File: config.mk
export PLATFORM = sky130hd
export DESIGN_NAME = cdb_arbiter
export DESIGN_NICKNAME = d
export VERILOG_FILES = /design/src/rtl/cdb_pkg.sv /design/src/rtl/cdb_result_fifo.sv /design/src/rtl/cdb_arbiter.sv
export SDC_FILE = /design/constraint.sdc
export NUM_CORES = 1
export LEC_CHECK = 0
export ABC_AREA = 1
export BUFFER_PORTS_ARGS = -buffer_cell sky130_fd_sc_hd__buf_4
export CAP_MARGIN = 5
export CORE_MARGIN = 5
export CORE_UTILIZATION = 35
export DETAILED_ROUTE_END_ITERATION = 16
export GPL_TIMING_DRIVEN = 0
export MAX_ROUTING_LAYER = met4
export PLACE_DENSITY = 0.52
export SETUP_SLACK_MARGIN = 0.05
export SLEW_MARGIN = 0
export SYNTH_ARGS = -nofsm -noshare
export SYNTH_HDL_FRONTEND = slang
export SYNTH_SLANG_ARGS = --single-unit
File: constraint.sdc
create_clock -name clock -period 4.3 [get_ports clock]
set_input_delay 0.215 -clock clock [delete_from_list [all_inputs] [get_ports clock]]
set_output_delay 0.215 -clock clock [all_outputs]
set_load 0.1 [all_outputs]
File: src/rtl/cdb_pkg.sv
// Shared types for the common-data-bus arbiter.
// Widths default to XLEN=32 / ROB_TAG_LEN=5 unless the build defines them.
`ifndef XLEN
`define XLEN 32
`endif
`ifndef ROB_TAG_LEN
`define ROB_TAG_LEN 5
`endif

package cdb_pkg;

    localparam int XLEN          = `XLEN;
    localparam int ROB_TAG_LEN   = `ROB_TAG_LEN;
    localparam int CDB_NUM_FU    = 4;
    localparam int CDB_BUF_DEPTH = 2;

    // One completed result as it travels from an FU to the CDB.
    typedef struct packed {
        logic [XLEN-1:0]        value;
        logic [ROB_TAG_LEN-1:0] tag;
        logic [ROB_TAG_LEN-1:0] insn_tag;
    } CDB_PACKET;

    typedef logic [$clog2(CDB_NUM_FU)-1:0] fu_idx_t;

    // Wraps an index that may have run at most one lap past n-1.
    function automatic int rr_wrap(input int idx, input int n);
        return (idx >= n) ? idx - n : idx;
    endfunction

endpackage

File: src/rtl/cdb_result_fifo.sv
// Per-FU result buffer: DEPTH entries of CDB_PACKET, FIFO order.
// Flush empties it in one cycle; pointers wrap naturally (DEPTH is 2^n).
module cdb_result_fifo
    import cdb_pkg::*;
#(
    parameter int DEPTH = 2
)
(
    input  logic      clock,
    input  logic      reset,
    input  logic      flush,
    input  logic      push,
    input  logic      pop,
    input  CDB_PACKET din,
    output CDB_PACKET head,
    output logic      empty,
    output logic      full
);

    localparam int PW = $clog2(DEPTH);
    localparam int CW = PW + 1;

    CDB_PACKET     mem_q [DEPTH];
    logic [PW-1:0] wr_q;
    logic [PW-1:0] rd_q;
    logic [CW-1:0] count_q;
    logic          do_push;
    logic          do_pop;

    assign empty   = (count_q == '0);
    assign full    = (count_q == CW'(DEPTH));
    assign head    = mem_q[rd_q];
    assign do_pop  = pop & ~empty & ~flush;
    assign do_push = push & ~full & ~flush;

    // Storage array: written only on an accepted push.
    always_ff @(posedge clock) begin
        if (do_push) begin
            mem_q[wr_q] <= din;
        end
    end

    // Pointer and occupancy tracking; flush clears everything.
    always_ff @(posedge clock or posedge reset) begin
        if (reset) begin
            wr_q    <= '0;
            rd_q    <= '0;
            count_q <= '0;
        end else if (flush) begin
            wr_q    <= '0;
            rd_q    <= '0;
            count_q <= '0;
        end else begin
            if (do_push) begin
                wr_q <= wr_q + 1'b1;
            end
            if (do_pop) begin
                rd_q <= rd_q + 1'b1;
            end
            unique case ({do_push, do_pop})
                2'b10:   count_q <= count_q + 1'b1;
                2'b01:   count_q <= count_q - 1'b1;
                default: count_q <= count_q;
            endcase
        end
    end

endmodule

File: src/rtl/cdb_arbiter.sv
// Buffers FU completions and broadcasts one per cycle on the CDB, round-robin.
// Optional macro CDB_BYPASS_EN lets a live result on an empty FU win directly.
module cdb_arbiter
    import cdb_pkg::*;
#(
    parameter int NUM_FU    = CDB_NUM_FU,
    parameter int BUF_DEPTH = CDB_BUF_DEPTH
)
(
    input  logic                                clock,
    input  logic                                reset,
    input  logic                                flush,
    input  logic [NUM_FU-1:0]                   fu_done,
    input  logic [NUM_FU-1:0][XLEN-1:0]         fu_result,
    input  logic [NUM_FU-1:0][ROB_TAG_LEN-1:0]  fu_result_tag,
    input  logic [NUM_FU-1:0][ROB_TAG_LEN-1:0]  fu_insn_tag,
    output logic [NUM_FU-1:0]                   fu_stall,
    output logic                                cdb_valid,
    output logic [XLEN-1:0]                     cdb_value,
    output logic [ROB_TAG_LEN-1:0]              cdb_tag,
    output logic [ROB_TAG_LEN-1:0]              cdb_insn_tag
);

    localparam int IDX_W = (NUM_FU > 1) ? $clog2(NUM_FU) : 1;
    typedef logic [IDX_W-1:0] idx_t;

    idx_t        rr_q;
    idx_t        rr_d;
    idx_t        win;
    logic        any;
    logic        cdb_valid_q;
    CDB_PACKET   cdb_q;
    CDB_PACKET   win_pkt;
    CDB_PACKET   head_pkt [NUM_FU];
    logic [NUM_FU-1:0] empty;
    logic [NUM_FU-1:0] full;
    logic [NUM_FU-1:0] push;
    logic [NUM_FU-1:0] pop;
    logic [NUM_FU-1:0] cand;
    logic [NUM_FU-1:0] win_oh;
    logic [NUM_FU-1:0] bypass_taken;

`ifdef CDB_BYPASS_EN
    CDB_PACKET   live_pkt [NUM_FU];
`endif

    for (genvar i = 0; i < NUM_FU; i++) begin : g_fu
        CDB_PACKET din;

        assign din.value    = fu_result[i];
        assign din.tag      = fu_result_tag[i];
        assign din.insn_tag = fu_insn_tag[i];

`ifdef CDB_BYPASS_EN
        assign live_pkt[i] = din;
`endif

        cdb_result_fifo #(
            .DEPTH (BUF_DEPTH)
        ) u_fifo (
            .clock (clock),
            .reset (reset),
            .flush (flush),
            .push  (push[i]),
            .pop   (pop[i]),
            .din   (din),
            .head  (head_pkt[i]),
            .empty (empty[i]),
            .full  (full[i])
        );
    end

    // Stall depends on registered occupancy only.
    assign fu_stall = full;

    // Candidate set: buffered heads, plus live inputs on empty FUs with bypass.
    always_comb begin
        cand = ~empty;
`ifdef CDB_BYPASS_EN
        cand = ~empty | (fu_done & empty & {NUM_FU{~flush}});
`endif
    end

    // Round-robin search from rr_q upward, wrapping to 0.
    always_comb begin
        any = 1'b0;
        win = '0;
        for (int k = 0; k < NUM_FU; k++) begin
            int idx;
            idx = rr_wrap(int'(rr_q) + k, NUM_FU);
            if (!any && cand[idx]) begin
                any = 1'b1;
                win = idx_t'(idx);
            end
        end
    end

    // Winner decode, pops, pushes and next round-robin pointer.
    always_comb begin
        win_oh       = any ? (NUM_FU'(1) << win) : '0;
        bypass_taken = '0;
`ifdef CDB_BYPASS_EN
        bypass_taken = win_oh & empty;
        win_pkt      = empty[win] ? live_pkt[win] : head_pkt[win];
`else
        win_pkt      = head_pkt[win];
`endif
        pop  = win_oh & ~empty;
        push = fu_done & ~full & ~bypass_taken & {NUM_FU{~flush}};
        rr_d = idx_t'(rr_wrap(int'(win) + 1, NUM_FU));
    end

    // CDB output registers and rotation pointer.
    always_ff @(posedge clock or posedge reset) begin
        if (reset) begin
            cdb_valid_q <= 1'b0;
            cdb_q       <= '0;
            rr_q        <= '0;
        end else if (flush) begin
            cdb_valid_q <= 1'b0;
            rr_q        <= '0;
        end else begin
            cdb_valid_q <= any;
            if (any) begin
                cdb_q <= win_pkt;
                rr_q  <= rr_d;
            end
        end
    end

    assign cdb_valid    = cdb_valid_q;
    assign cdb_value    = cdb_q.value;
    assign cdb_tag      = cdb_q.tag;
    assign cdb_insn_tag = cdb_q.insn_tag;

`ifndef SYNTHESIS
    a_done_on_stall: assert property (
        @(posedge clock) disable iff (reset)
        !(|(fu_done & fu_stall))
    );
`endif

endmodule
## Word-level counts from Yosys, hierarchy flattened

Memories as Yosys holds them, arrays and structs flattened.
Cells that the tools add are included.

- $add $sub $neg: 25
- Bitwise gates (word level): 31
- $lt $le $gt $ge: 10
- Reductions and logical operators: 24
- Mux-type cells: 64
- Equal/unequal tests: 12
- Shift-type cells: 1

Operator list:

| operator | count |
|---|---|
| 32-bit by 4-bit < comparator with 1-bit output, second input constant | 4 |
| 32-bit two-way mux | 4 |
| 42-bit binary-select mux with 2-bit select | 1 |
| 42-bit two-way mux | 2 |
| 1-bit two-way mux | 37 |
| 2-bit two-way mux | 11 |
| 2-bit nonzero test | 9 |
| 1-bit bitwise AND | 16 |
| 2-bit == test, second input constant | 8 |
| 2-bit one-hot mux with 2 select lines | 4 |
| 3-bit greater-or-equal comparator, second input constant | 5 |
| 4-bit bitwise AND | 3 |
| 3-bit nonzero test | 4 |
| 3-bit by 3-bit subtractor with 4-bit output, second input constant | 3 |
| 2-bit by 1-bit subtractor with 2-bit output, second input constant | 5 |
| 1-bit inverter | 9 |
| 1-bit adder, second input constant | 8 |
| 2-bit by 1-bit adder with 2-bit output, second input constant | 4 |
| 1-bit binary-select mux with 2-bit select | 4 |
| 2-bit by 1-bit == test with 1-bit output, second input constant | 4 |
| 2-bit logical NOT | 4 |
| 4-bit inverter | 2 |
| 2-bit by 1-bit adder with 3-bit output, second input constant | 2 |
| 2-bit by 2-bit adder with 3-bit output, second input constant | 2 |
| other kinds (8) | 12 |

- Memories: 4
- Logic and storage cells: 188
- RAM bits: 336
- Register bits after elaboration: 61
- Input port bits: 175

Memory list:

| name | words | width | rd ports | clocked after memory_dff | write ports | RTL line | text |
|---|---|---|---|---|---|---|---|
| g_fu[0].u_fifo.mem_q | 2 | 42 | 1 | 0 | 1 | cdb_result_fifo.sv:23 | `CDB_PACKET mem_q [DEPTH];` |
| g_fu[1].u_fifo.mem_q | 2 | 42 | 1 | 0 | 1 | cdb_result_fifo.sv:23 |  |
| g_fu[2].u_fifo.mem_q | 2 | 42 | 1 | 0 | 1 | cdb_result_fifo.sv:23 |  |
| g_fu[3].u_fifo.mem_q | 2 | 42 | 1 | 0 | 1 | cdb_result_fifo.sv:23 |  |

## Logic depth before layout (Yosys ltp)

Gate-level depths: netlist of the first run.

- Depth in word-level cells: 23
- Depth in mapped cells: 18
- Mapped depth without buffers: 16

## Cells and area by module

From an unflattened synthesis of the first run, not the netlist that was laid out.

- Cells, all modules: 1,710
- Area, all modules: 16,993.8 µm²

By module, submodules not included:

| module | times used | sequential area each (µm²) | cells an instance | area an instance (µm²) |
|---|---|---|---|---|
| cdb_result_fifo (g_fu[1].u_fifo ...) | 2 | 2,622.5 | 259 | 3,300.7 |
| cdb_arbiter | 1 | 1,126.1 | 677 | 3,777.4 |
| cdb_result_fifo (g_fu[2].u_fifo) | 1 | 2,622.5 | 258 | 3,314.4 |
| cdb_result_fifo (g_fu[0].u_fifo) | 1 | 2,622.5 | 257 | 3,300.7 |

## Worst setup path before layout of the first run

No wires, ideal clock.

- Kind: flip-flop to flip-flop
- Start: register g_fu[0].u_fifo.count_q[1]
- End: memory g_fu[0].u_fifo.mem_q[0][0] (netlist name) (enable)
- Slack: 1.338 ns
- Data arrival time: 2.521 ns
- Cell stages (with the launch flop): 6
- Required time: 3.858 ns
- Path buffers: 0
- Period minus slack after synthesis: 2.962 ns
- Setup time: 0.442 ns
- Cells stage by stage: dfrtp_1 inv_1 o21ai_0 nor2_1 inv_1 nor2_1

- Cells in the longest elaborated chain, start to end: 8
- Elaborated cells between the ends (all ways): 9
- Those cells by class: eq/ne: 1; mux: 2; bitwise: 6

RTL lines:

| what | RTL line | text |
|---|---|---|
| start: declaration | cdb_result_fifo.sv:26 | `logic [CW-1:0] count_q;` |
| start signal: assignment | cdb_result_fifo.sv:61 | `2'b10: count_q <= count_q + 1'b1;` |
| start signal: assignment | cdb_result_fifo.sv:62 | `2'b01: count_q <= count_q - 1'b1;` |
| start signal: assignment | cdb_result_fifo.sv:63 | `default: count_q <= count_q;` |
| 2-bit == test * | cdb_result_fifo.sv:31 | `assign full = (count_q == CW'(DEPTH));` |
| 4-bit inverter | cdb_arbiter.sv:109 | `push = fu_done & ~full & ~bypass_taken & {NUM_FU{~flush}};` |
| 4-bit bitwise AND (2 in series) | cdb_arbiter.sv:109 |  |
| 1-bit bitwise AND * (2 in series) | cdb_result_fifo.sv:34 | `assign do_push = push & ~full & ~flush;` |
| 1-bit two-way mux * | cdb_result_fifo.sv:38 | `if (do_push) begin` |
| 1-bit two-way mux (not written as such) * | cdb_result_fifo.sv:39 | `mem_q[wr_q] <= din;` |
| end: declaration | cdb_result_fifo.sv:23 |  |

Every way passes the cells marked *; elsewhere a longest branch is shown, timed or not.

## Worst setup path after layout of the first run

- Start: register rr_q[0]
- End: register cdb_q, in the netlist cdb_value[2]

- Cells in the longest elaborated chain, start to end: 19
- Elaborated cells between the ends (all ways): 46
- Those cells by class: add/sub: 7; order compare: 4; mux: 27; bitwise: 1; reduce/logical: 7

RTL lines:

| what | RTL line | text |
|---|---|---|
| start: declaration | cdb_arbiter.sv:27 | `idx_t rr_q;` |
| start signal: assignment | cdb_arbiter.sv:126 | `rr_q <= rr_d;` |
| branches (longest 19 deep; another with 3-bit by 3-bit subtractor with 4-bit output) | - |  |
| end signal: assignment | cdb_arbiter.sv:125 | `cdb_q <= win_pkt;` |
| end: declaration | cdb_arbiter.sv:32 | `CDB_PACKET cdb_q;` |

Parallel ways; which one is timed is not known. The select of a mux whose other input is x is not followed.
A chain may end at the register's enable or synchronous reset.

==> results of run 1 <==
==> synthesized netlist by cell type (2+ instances only) <==
| library cell | instances |
|---|---|
| nand2_1 | 479 |
| edfxtp_1 | 336 |
| nor2_1 | 161 |
| mux2i_1 | 105 |
| dfrtp_1 | 61 |
| nand3_1 | 30 |
| clkbuf_1 | 29 |
| inv_1 | 28 |
| o21ai_1 | 22 |
| o21ai_0 | 15 |
| buf_4 | 11 |
| nand2_2 | 10 |
| a21oi_1 | 9 |
| buf_2 | 9 |
| buf_6 | 7 |
| nand3_2 | 6 |
| inv_2 | 4 |
| nor2_4 | 4 |
| nor2_8 | 3 |
| buf_1 | 2 |
| clkinv_1 | 2 |
| nand2_4 | 2 |
| nand4_1 | 2 |
| xor2_1 | 2 |
==> cell families (layout without fill, tap and decap cells) <==
kind of cell / Yosys count / after routing / synth area share (%)
AND/OR/NAND/NOR: 702 / 702 / 17.61
flip-flops: 397 / 397 / 71.45
multiplexers: 105 / 105 / 6.465
buffers and inverters: 94 / 573 / 2.863
AO/OA/AOI/OAI: 48 / 48 / 1.508
XOR/XNOR: 2 / 2 / 0.1078
other: 0 / 6 / 0
==> state kept, by name (all words and copies together) (netlist names) <==
register	flops
g_fu.u_fifo.wr_q	4
cdb_insn_tag	5
cdb_valid	1
g_fu.u_fifo.count_q	8
rr_q	2
cdb_value	32
cdb_tag	5
g_fu.u_fifo.rd_q	4
g_fu.u_fifo.mem_q	336
==> stage by stage <==
step | total power [uW] | area (um^2) | utilization [%]
6_report | 17230 | 21990 | 47.53
2_1_floorplan | 10900 | 16260 | -
3_3_place_gp | 13580 | 18670 | 40.36
3_5_place_dp | 13670 | 18920 | 40.90
4_1_cts | 17480 | 21970 | 47.50
5_1_grt | 18340 | 21990 | 47.53
==> routing by layer <==
layer  part of all wire, %  up-vias  track usage, %  routed length, um
met4                   2.7        0           5.545               1279
met5                     0        -               -                  0
li1                      -     5459               -                  -
met2                    50      295           32.30              23750
met3                   5.6       71           3.804               2635
met1                    41     5392           22.77              19400
==> worst paths after layout <==
kind,start,end,cells after the start
worst min register to register,cdb_tag[0],cdb_tag[0],2
worst max register to register,rr_q[0],cdb_value[2],12
max in group asynchronous,reset,cdb_value[24],4
worst max-delay path,rr_q[0],cdb_value[2],12
min in group clock,fu_done[1],g_fu[1].u_fifo.wr_q,6
worst min-delay path,reset,cdb_tag[0],3
==> power groups by stage <==
stage	Combinational (uW)	Sequential, uW	Clock, uW
2_1_floorplan	4530	6370	0
3_3_place_gp	8480	5090	0
3_5_place_dp	8600	5080	0
4_1_cts	8760	5000	3720
5_1_grt	9420	5050	3870
6_report	8600	5000	3630
==> area by class of cell <==
class	count	area share, %
sequential	397	52.83
antenna	6	0.06828
tap	607	3.454
timing repair buffer	398	16.06
multi-input combinational	857	19.27
clock buffer	66	5.525
buffer	58	1.468
inverter	36	0.6601
clock inverter	15	0.6714
==> critical path: cells and delay by family (launching register included) <==
family,cells,cell delay (ns)
and+or+nand+nor,7,1.29
AOI/OAI and AO/OA,1,0.18
DFF,1,0.37
buffers and inverters,4,0.83
==> results.json, run 1 <==
{
  "run_status": "finished, final reports clean",
  "ys_warn_count": 0,
  "fmaxAchievable_mhz": 356.0,
  "ir_drop_uv": 748.8,
  "drv_cap": 0,
  "std_cell_rows": 79,
  "drc": 0,
  "multiInputGateArea_um2": 4237,
  "p_sw_uw": 7916,
  "p_int_uw": 9312,
  "via_per_inst": 4.597,
  "hold_path_class": "in -> async",
  "ys.flop_type": "edfxtp_1",
  "yosysSeqAreaShare_pct": 71.45,
  "whs_ns": 0.1715,
  "port-buffer-count": 220,
  "final_common_cell": "nand2_1",
  "antenna_found_initial": 6,
  "syn_inst": 1348,
  "dp_cells": 2184,
  "synth-seq-cells": 397,
  "worstMarginPinSlew_ns": 1.024,
  "synth_area_um2": 16260,
  "clock_latency_ns": 0.57,
  "finClkSkew_ns": 0.01536,
  "drive_above_1_share_pct": 19.54,
  "seqCellArea_um2": 11620,
  "fin_setup_tns_ns": 0,
  "post_cts_buffers": 0,
  "synth_edf_count": 336,
  "gp_congestion": 0.8623,
  "rsz0062_at_grt": "no",
  "core_area_um2": 46260,
  "path_cells": "buf_6 > inv_4 > nand2_1 > nand2_2 > nand3_1 > o21ai_1 > nor3_1 > nor2_1 > inv_2 > clkbuf_1 > nand2_1 > nand2_1",
  "initial_core_util_pct": 35.15,
  "power_frac_comb_pct": 49.9,
  "period_minus_slack_ns": 2.809,
  "finalMaxSlewViolations": 0,
  "synth_area_leaders": "edfxtp_1, nand2_1, dfrtp_1",
  "cp-end-kind": "flop",
  "hold_violations": 0,
  "cts_htree_levels": 2,
  "grt_pass1_wl_mm": 69.57,
  "stdcell_count": 2440,
  "clk_pin_slew_ns": 0.06,
  "overflow": 0,
  "cpMaxStageDelayCell": "nor2_1",
  "leakage_uw": 0.008880,
  "vias": 11220,
  "synth_top_area_share_pct": 62.06,
  "grt_usage_pct": 18.88,
  "die_h_um": 225.5,
  "crit_path_max_fanout": 10,
  "cp.arrival_ns": 3.26,
  "postRouteAntennaNets": 0,
  "dpl.hpwl_mm": 33.19,
  "ys_async_sr_fraction_pct": 15.37,
  "max_stage_delay_ns": 0.67,
  "fin_crit_sh_pct": 65.32,
  "yosysTopAreaCell": "edfxtp_1",
  "cts_hold_buffers": 169,
  "grt_pass1_vias": 11520,
  "cp.required_ns": 4.75,
  "drtPass1Iterations": 5,
  "setup_viol": 0,
  "layout_setup_ws_ns": 1.491,
  "numCtsBuffers": 45,
  "crit_type": "reg -> reg",
  "area_growth_pct": 35.25,
  "synthDistinctLibCells": 33,
  "grt_max_degree": 45,
  "nets": 1968,
  "num_io_pins": 222,
  "crit_top_cell": "nand2_1",
  "place_ws_ns": 1.579,
  "p_per_area_nw_per_um2": 783.5,
  "syn-num-nets": 1523,
  "p_seq_share_pct": 29.0,
  "fill_cells": 4208,
  "relSlewSlack_pct": 31.73,
  "routedWlPerCell_um": 19.29,
  "drt_iter0_drc": 688,
  "cts_sinks": 397,
  "startpoint_type": "flop",
  "worst-r2r-setup-slack_ns": 1.49,
  "fp.dieW_um": 225.5,
  "totalWireLength_mm": 47.07,
  "switching_share_pct": 45.95,
  "avgSynthCellArea_um2": 12.06,
  "post_cts_resized": 0,
  "root_buffer": "clkbuf_16",
  "clockBufferDepth": 3,
  "cts_tree": "yes",
  "final_cell_mix": "nand2_1, edfxtp_1, buf_4",
  "clkPwrFrac_pct": 21.1,
  "die_area_um2": 50860
}
(Power assumes the default switching activity.)
==> run 2: changes to the inputs <==
==> constraint.sdc (replaced) <==
create_clock -name clock -period 2.6 [get_ports clock]
set_input_delay 0.13 -clock clock [delete_from_list [all_inputs] [get_ports clock]]
set_output_delay 0.13 -clock clock [all_outputs]
set_load 0.1 [all_outputs]
==> run 2 against run 1 <==
Via count shrank 0.20%; critical path depth grew 5; non-clock buffer count is the same; clock power grew 66%; die area is the same; routed wire length shrank 1.5%; fmax grew 16%; setup slack lost 1.3 ns; design area grew 0.67%; sequential share of layout area shrank 0.35 points; sequential power grew 65%; register-to-register slack lost 1.3 ns.
==> results.json, run 2 (synthesis gave the netlist of run 1 again) <==
{
  "drv_cap": 0,
  "path_cells": "buf_2 > nor2_4 > nand2_1 > nand3_2 > nand2_2 > nor2_4 > nand3_2 > nand2_2 > nand2_8 > buf_8 > buf_6 > nand2_1 > o21ai_1 > nand2_1 > nand3_1 > nand2_1 > nand2_1",
  "drt_iter0_drc": 716,
  "cts_tree": "yes",
  "core_area_um2": 46260,
  "grt_max_degree": 41,
  "design_area_um2": 22140,
  "cpMaxStageDelayCell": "dfrtp_1",
  "port-buffer-count": 220,
  "p_per_area_nw_per_um2": 1305,
  "drc": 0,
  "period_minus_slack_ns": 2.422,
  "worstMarginPinSlew_ns": 0.8716,
  "fill_cells": 4238,
  "finClkSkew_ns": 0.01321,
  "fin_setup_tns_ns": 0,
  "area_growth_pct": 36.15,
  "final_cell_mix": "nand2_1, edfxtp_1, buf_4",
  "grt_pass1_vias": 11390,
  "fp.dieW_um": 225.5,
  "num_io_pins": 222,
  "overflow": 0,
  "nets": 1967,
  "setup_viol": 0,
  "wl_met3_mm": 2.692,
  "clk_pin_slew_ns": 0.06,
  "hold_violations": 0,
  "post_cts_buffers": 0,
  "cp-end-kind": "flop",
  "leakage_uw": 0.008959,
  "fmaxAchievable_mhz": 412.9,
  "clockBufferDepth": 3,
  "largest_reg_flops": 336,
  "dpl.hpwl_mm": 33.16,
  "die_area_um2": 50860,
  "crit_path_max_fanout": 10,
  "layout_setup_ws_ns": 0.1779,
  "max_stage_delay_ns": 0.35,
  "seqCellArea_um2": 11620,
  "std_cell_rows": 79,
  "cp.arrival_ns": 2.87,
  "p_total_uw": 28890,
  "grt_usage_pct": 18.46,
  "highest_layer": "met4",
  "root_buffer": "clkbuf_16",
  "antenna_found_initial": 5,
  "path_buf_inv": 3,
  "die_h_um": 225.5,
  "numCtsBuffers": 44,
  "hold_path_class": "in -> reg",
  "initial_core_util_pct": 35.15,
  "vias": 11200,
  "grt_pass1_wl_mm": 68.03,
  "cp.required_ns": 3.05,
  "finalMaxSlewViolations": 0,
  "place_ws_ns": -0.05485,
  "fin_crit_sh_pct": 93.16,
  "top_register": "g_fu.u_fifo.mem_q",
  "run_status": "finished, final reports clean",
  "crit_type": "reg -> reg",
  "startpoint_type": "flop",
  "clock_latency_ns": 0.56,
  "relSlewSlack_pct": 41.89,
  "drive_above_1_share_pct": 21.22,
  "dpl-instance-area_um2": 18930,
  "dr_wl_met2_mm": 23.12,
  "ir_drop_uv": 1085,
  "cts_htree_levels": 2,
  "drtPass1Iterations": 5,
  "gp_congestion": 0.8614,
  "crit_top_cell": "nand2_1",
  "postRouteAntennaNets": 0,
  "via_per_inst": 4.596,
  "wl_met1_mm": 19.27,
  "routedWlPerCell_um": 19.03,
  "crit_family": "simple AND/OR/NAND/NOR gates",
  "cts_sinks": 397,
  "totalWireLength_mm": 46.36,
  "rsz0062_at_grt": "yes",
  "whs_ns": 0.08085,
  "final_common_cell": "nand2_1",
  "multiInputGateArea_um2": 4324
}
==> run 2: layout make-up <==
cell class	count	area share, %
diodes	5	0.05653
plain buffers	58	1.571
clock buffers	60	5.523
clock inverters	18	0.7292
inverters	36	0.6557
multi-input cells	857	19.54
flip-flops and latches	397	52.48
well taps	607	3.431
repair buffers	398	16.02
==> run 2: path summary, 6_finish.rpt <==
path                                                 from                   endpoint  slack [ns]  cells past startpoint
min in group asynchronous                           reset  g_fu[2].u_fifo.count_q[0]        0.12                      3
worst min register to register               cdb_value[6]               cdb_value[6]        0.48                      2
worst max-delay path            g_fu[0].u_fifo.count_q[0]              cdb_value[19]        0.18                     17
worst min-delay path                           fu_done[2]        g_fu[2].u_fifo.wr_q        0.08                      6
max in group asynchronous                           reset              cdb_value[21]        1.91                      4
worst max register to register  g_fu[0].u_fifo.count_q[0]              cdb_value[19]        0.18                     17
==> run 2: routing by layer <==
metal / track usage (%) / vias to the layer above
li1: - / 5461
met1: 22.71 / 5372
met2: 31.06 / 286
met3: 3.595 / 76
met4: 5.603 / 0
met5: - / -
==> run 2: per-stage QoR <==
stage                     instances  utilization, %
after floorplan                1348               -
after global placement         2175           40.39
after detailed placement       2184           40.93
after CTS                      2431           47.60
after global routing           2436           47.85
final                          2436           47.85
==> run 2: worst reg2reg max path, cell delays in order (launching register included) <==
cell     delay [ns]
dfrtp_1        0.35
buf_2          0.17
nor2_4         0.15
nand2_1        0.09
nand3_2        0.10
nand2_2        0.09
nor2_4         0.16
nand3_2        0.12
nand2_2        0.14
nand2_8        0.11
buf_8          0.17
buf_6          0.16
nand2_1        0.06
o21ai_1        0.07
nand2_1        0.12
nand3_1        0.12
nand2_1        0.08
nand2_1        0.06
==> run 2: power by group <==
part           internal, uW  switching (uW)  total [uW]
clock                  3570            2450        6020
sequential             7880             395        8270
combinational          4210           10400       14600
total                 15700           13200       28900
==> run 2: what timing repair did <==
action / CTS / global route
hold buffers: 169 / 0
endpoints found under the hold margin: 397 / 0
endpoints found under the setup margin: 30 / 37
gates resized for setup: 4 / 41
